## src/rtl/sync_seq_pkg.sv

```systemverilog
// sync_seq_pkg: shared types and tables for the random-sequence checker.
//   state_t    : checker FSM states
//   SUCC       : successor of each 4-bit code in the 8-state cycle (illegal codes map to 0)
//   LEGAL_MASK : bit n set when code n belongs to the sequence
package sync_seq_pkg;
  typedef enum logic [1:0] {HUNT, ACQ, LOCKED} state_t;
  localparam logic [3:0] SUCC [16] = '{
    4'h5, 4'h0, 4'h0, 4'hC, 4'h0, 4'hA, 4'h9, 4'h0,
    4'h0, 4'h3, 4'h6, 4'h0, 4'hF, 4'h0, 4'h0, 4'h0
  };
  localparam logic [15:0] LEGAL_MASK = 16'h9669;
endpackage

```

## src/rtl/sync_seq_next.sv

```systemverilog
// sync_seq_next: combinational successor lookup and legality flag for one 4-bit code.
//   x_i     : code to look up
//   next_o  : successor of x_i in the cycle 0,5,A,6,9,3,C,F
//   legal_o : x_i is a member of the sequence
module sync_seq_next
  import sync_seq_pkg::*;
(
  input  logic [3:0] x_i,
  output logic [3:0] next_o,
  output logic       legal_o
);
  assign next_o  = SUCC[x_i];
  assign legal_o = LEGAL_MASK[x_i];
endmodule

```

## config.mk

```make
export PLATFORM = sky130hd
export DESIGN_NAME = sync_seq_next
export DESIGN_NICKNAME = d
export VERILOG_FILES = /design/src/rtl/sync_seq_pkg.sv /design/src/rtl/sync_seq_next.sv
export SDC_FILE = /design/constraint.sdc
export NUM_CORES = 1
export LEC_CHECK = 0
export CAP_MARGIN = 40
export CORE_AREA = 2 2 39 41
export DETAILED_ROUTE_END_ITERATION = 10
export DIE_AREA = 0 0 41 43
export DONT_BUFFER_PORTS = 1
export SLEW_MARGIN = 20
export SYNTH_ARGS = -nofsm -noshare
export SYNTH_HDL_FRONTEND = slang
export SYNTH_SLANG_ARGS = --single-unit
```

## constraint.sdc

```tcl
create_clock -name vclk -period 0.8
set_input_delay 0 -clock vclk [all_inputs]
set_output_delay 0 -clock vclk [all_outputs]
set_load 0.01 [all_outputs]
```

After elaboration in Yosys (flattened, before gate mapping)
Memory sizes are Yosys's and may differ from the RTL's. Cells that the tools add are included.

Multiplexer cells: 3. Bitwise gates (word level): 1. $lt $le $gt $ge: 2.

Operators with widths (count): 4-bit two-way mux (2); 5-bit >= comparator (second input constant) (1); 4-bit by 5-bit less-than comparator with 1-bit output (second input constant) (1); 4-bit NOT with 5-bit output (1); 1-bit two-way mux (1).

Word-level logic and storage cells: 8. ROM bits: 80. Memories kept: 2. Bits of input ports: 4. Output and inout port bits: 5. Bits in registers: 0.

Memory list: (name not given) (words 16, width 4, read ports 1, clocked after memory_dff 0, write ports 0, RTL line sync_seq_next.sv:12) `assign next_o = SUCC[x_i];`; (name not given) (words 16, width 1, read ports 1, clocked after memory_dff 0, write ports 0, RTL line sync_seq_next.sv:13) `assign legal_o = LEGAL_MASK[x_i];`.

Depth between registers and ports, before layout
Word-level depth: 4. Depth in mapped cells: 4.

Worst setup path after synthesis
No wires, ideal clock.

Path type: input to output. Start: input port x_i[0]. End: output port next_o[2]. Setup slack: -61 ps. Stages on the path: 4. Buffers on the path: 0. Data arrival time: 861 ps. Cell sequence: inv_1 -> ha_1 -> nor2b_1 -> o31ai_1.

Cells in the longest elaborated chain, start to end: 4.

Ends and longest elaborated chain: from (decl) (RTL line sync_seq_next.sv:8) `input logic [3:0] x_i,`; 4-bit NOT with 5-bit output (implied by the code) (RTL line sync_seq_next.sv:12); memory read 16 x 4 bit; 4-bit two-way mux (implied by the code) (2 in series) (RTL line sync_seq_next.sv:12); to (decl) (RTL line sync_seq_next.sv:9) `output logic [3:0] next_o,`.

No other way between the ends. The select of a mux whose other input is x is not followed.

Worst setup path in the final report
Start: input port x_i[0]. End: output port next_o[3].

The elaborated chain is that of the path after synthesis.

==> metrics <==
Cell Pwr Density=526 nW/um^2; max_slew headroom=79.4%; Starting Density=15.3%; vias in the first global route=179; startpoint types=primary input; HP Start=x_i[2]; Cell Rows=14; DR vias=164; Area after DPL=251 um^2; top cell type's share of synthesized area=23.7%; clock network power share=0%; Yosys cell types=13; Seq/Total Area, Yosys=0%; pin count of the biggest net entering global routing=11; RSZ-0062 raised after global routing=no; syn_area_per_cell=8.81 um^2; Die ar.=1760 um^2; Tcrit/Tclk final=92.2%; Sequential Power Share=0%; WL/cell=8.63 um; Lkg Pwr=0.121 nW; VDD IR max=121 uV; routed wire length=371 um; Comb pwr share=100.0%; status=complete, no violations; placer congestion estimate=0.647; GR Util met2=8.75%; total power=139 uW; crit-path max FO=3; cells after synthesis=24; Crit path required time=800 ps; syn nets=32; max_cap viols=0; core area=1380 um^2; Worst Setup SP=x_i[0]; Hold Crit Class=in2out; antenna viol nets, final=0; total grt overflow=0; Crit. End Element=output port; FF/Latch Area=0 um^2; clock buffer count=0; seq_cells=0; Worst EP arrival=740 ps; YS warnings=0; internal power=76.2 uW; design area=264 um^2; met1 Use GR=5.70%; hold path cells=1; Switch Pwr=62.7 uW; WS Path Type=in2out; drc violations=0; postcts setup bufs=0; # setup viols final=0; Area Overhead vs Synth=24.9%; met3 GRT Util=1.57%; Final Hold Fails=0; crit-path cells=inv_2 -> ha_4 -> buf_4 -> mux2i_1 -> mux2i_1 -> buf_4; layout cell share with drive strength beyond 1=40.7%; busiest grt layer=met2; Chip Width=41 um; Worst Tran Pin Value=301 ps; DR iter-0 viols=1; cell taking the most area after synthesis=ha_1; max incr delay on CP=210 ps; first-pass GRT wire length=669 um; port bufs=0; DIE HEIGHT=43 um; Slowest-stage cell, CP=ha_4; router iterations before antenna repair=2; Layout fillers=149; DP HPWL=345 um; top post-synthesis cells by area=ha_1 24%, mux2i_1 19%, buf_6 11%, xnor2_2 7.7%, nor3b_1 7.1%; Final Critical Period=737 ps; number of buffers inserted by hold repair at cts=0; Sw Share=45.1%; Max Freq=1360 MHz; Layout Nets=37; initial antenna violation count=0; Final Max Tran Viols=0; IO Count=9; Vias/cell=3.81; GRT Total Usage=4.90%; n_diodes=0; Cell Area, Synth=211 um^2
==> logic make-up after synthesis <==
| kind of cell | Yosys count | share of synthesized area [%] |
|---|---|---|
| AND/OR/NAND/NOR | 7 | 20.1 |
| AO/OA/AOI/OAI | 2 | 9.47 |
| buffers and inverters | 5 | 16.0 |
| adder cells (fa/ha/maj) | 4 | 23.7 |
| XOR/XNOR | 2 | 11.8 |
| multiplexers | 4 | 18.9 |
==> stage by stage <==
stage          util [%]  setup TNS [ps]  instances  worst slack, ps  hold WS, ps
2_1_floorplan         -               0         24             7.42          197
3_3_place_gp       18.2           -80.9         43            -45.3         81.9
3_5_place_dp       18.2           -89.9         43            -60.0         81.1
4_1_cts            19.1               0         43             17.0         81.2
5_1_grt            19.1               0         43             2.32         83.0
6_report           19.1               0         43             62.6         78.3
==> area by class of cell <==
cell class / instances / area [um^2] / share of cell area, %
Tap cell: 16 / 20.0 / 7.58
Inverter: 3 / 11.3 / 4.27
Timing Repair Buffer: 5 / 37.5 / 14.2
Multi-Input combinational cell: 19 / 195 / 73.9
==> power groups by stage <==
stage / sequential, mW / combinational (mW) / clock, mW
CTS: 0 / 0.142 / 0
finish: 0 / 0.139 / 0
detailed placement: 0 / 0.134 / 0
floorplan: 0 / 0.115 / 0
global route: 0 / 0.155 / 0
global placement: 0 / 0.134 / 0
==> critical path, delay by kind of cell <==
family	cells	cell delay (ps)
adders and majority gates	1	210
buffers and inverters	3	330
muxes	2	210
==> layout by cell type (no fill, tap or decap) <==
cell / netlist / layout
xor2_1: 1 / 1
buf_4: 0 / 5
inv_2: 0 / 2
nand2_1: 1 / 1
ha_1: 4 / 3
nand3_1: 1 / 1
inv_1: 3 / 1
nor2b_1: 2 / 2
o31ai_2: 0 / 1
xnor2_2: 1 / 1
nor3b_1: 2 / 2
mux2i_1: 4 / 4
nand2b_1: 1 / 1
ha_4: 0 / 1
a211oi_2: 1 / 1
==> cell usage after synthesis <==
master and number:
xnor2_2 1, nor2b_1 2, mux2i_1 4, xor2_1 1, o31ai_1 1, nand2b_1 1, nor3b_1 2, buf_6 2
inv_1 3, nand3_1 1, a211oi_2 1, nand2_1 1, ha_1 4
==> layer usage <==
metal	routed length (um)	share of wire (%)	vias up
met3	67	18	0
met2	166	45	6
met5	0	0	-
met4	0	0	0
li1	-	-	88
met1	137	37	70
==> final timing paths <==
kind	to
max	next_o[3]
min	next_o[2]
==> timing repair <==
item	4_1_cts	5_1_grt
gates resized for setup	2	1
gates cloned	0	0
endpoints found under the setup margin	2	1
Power figures use the tool's default switching activity.
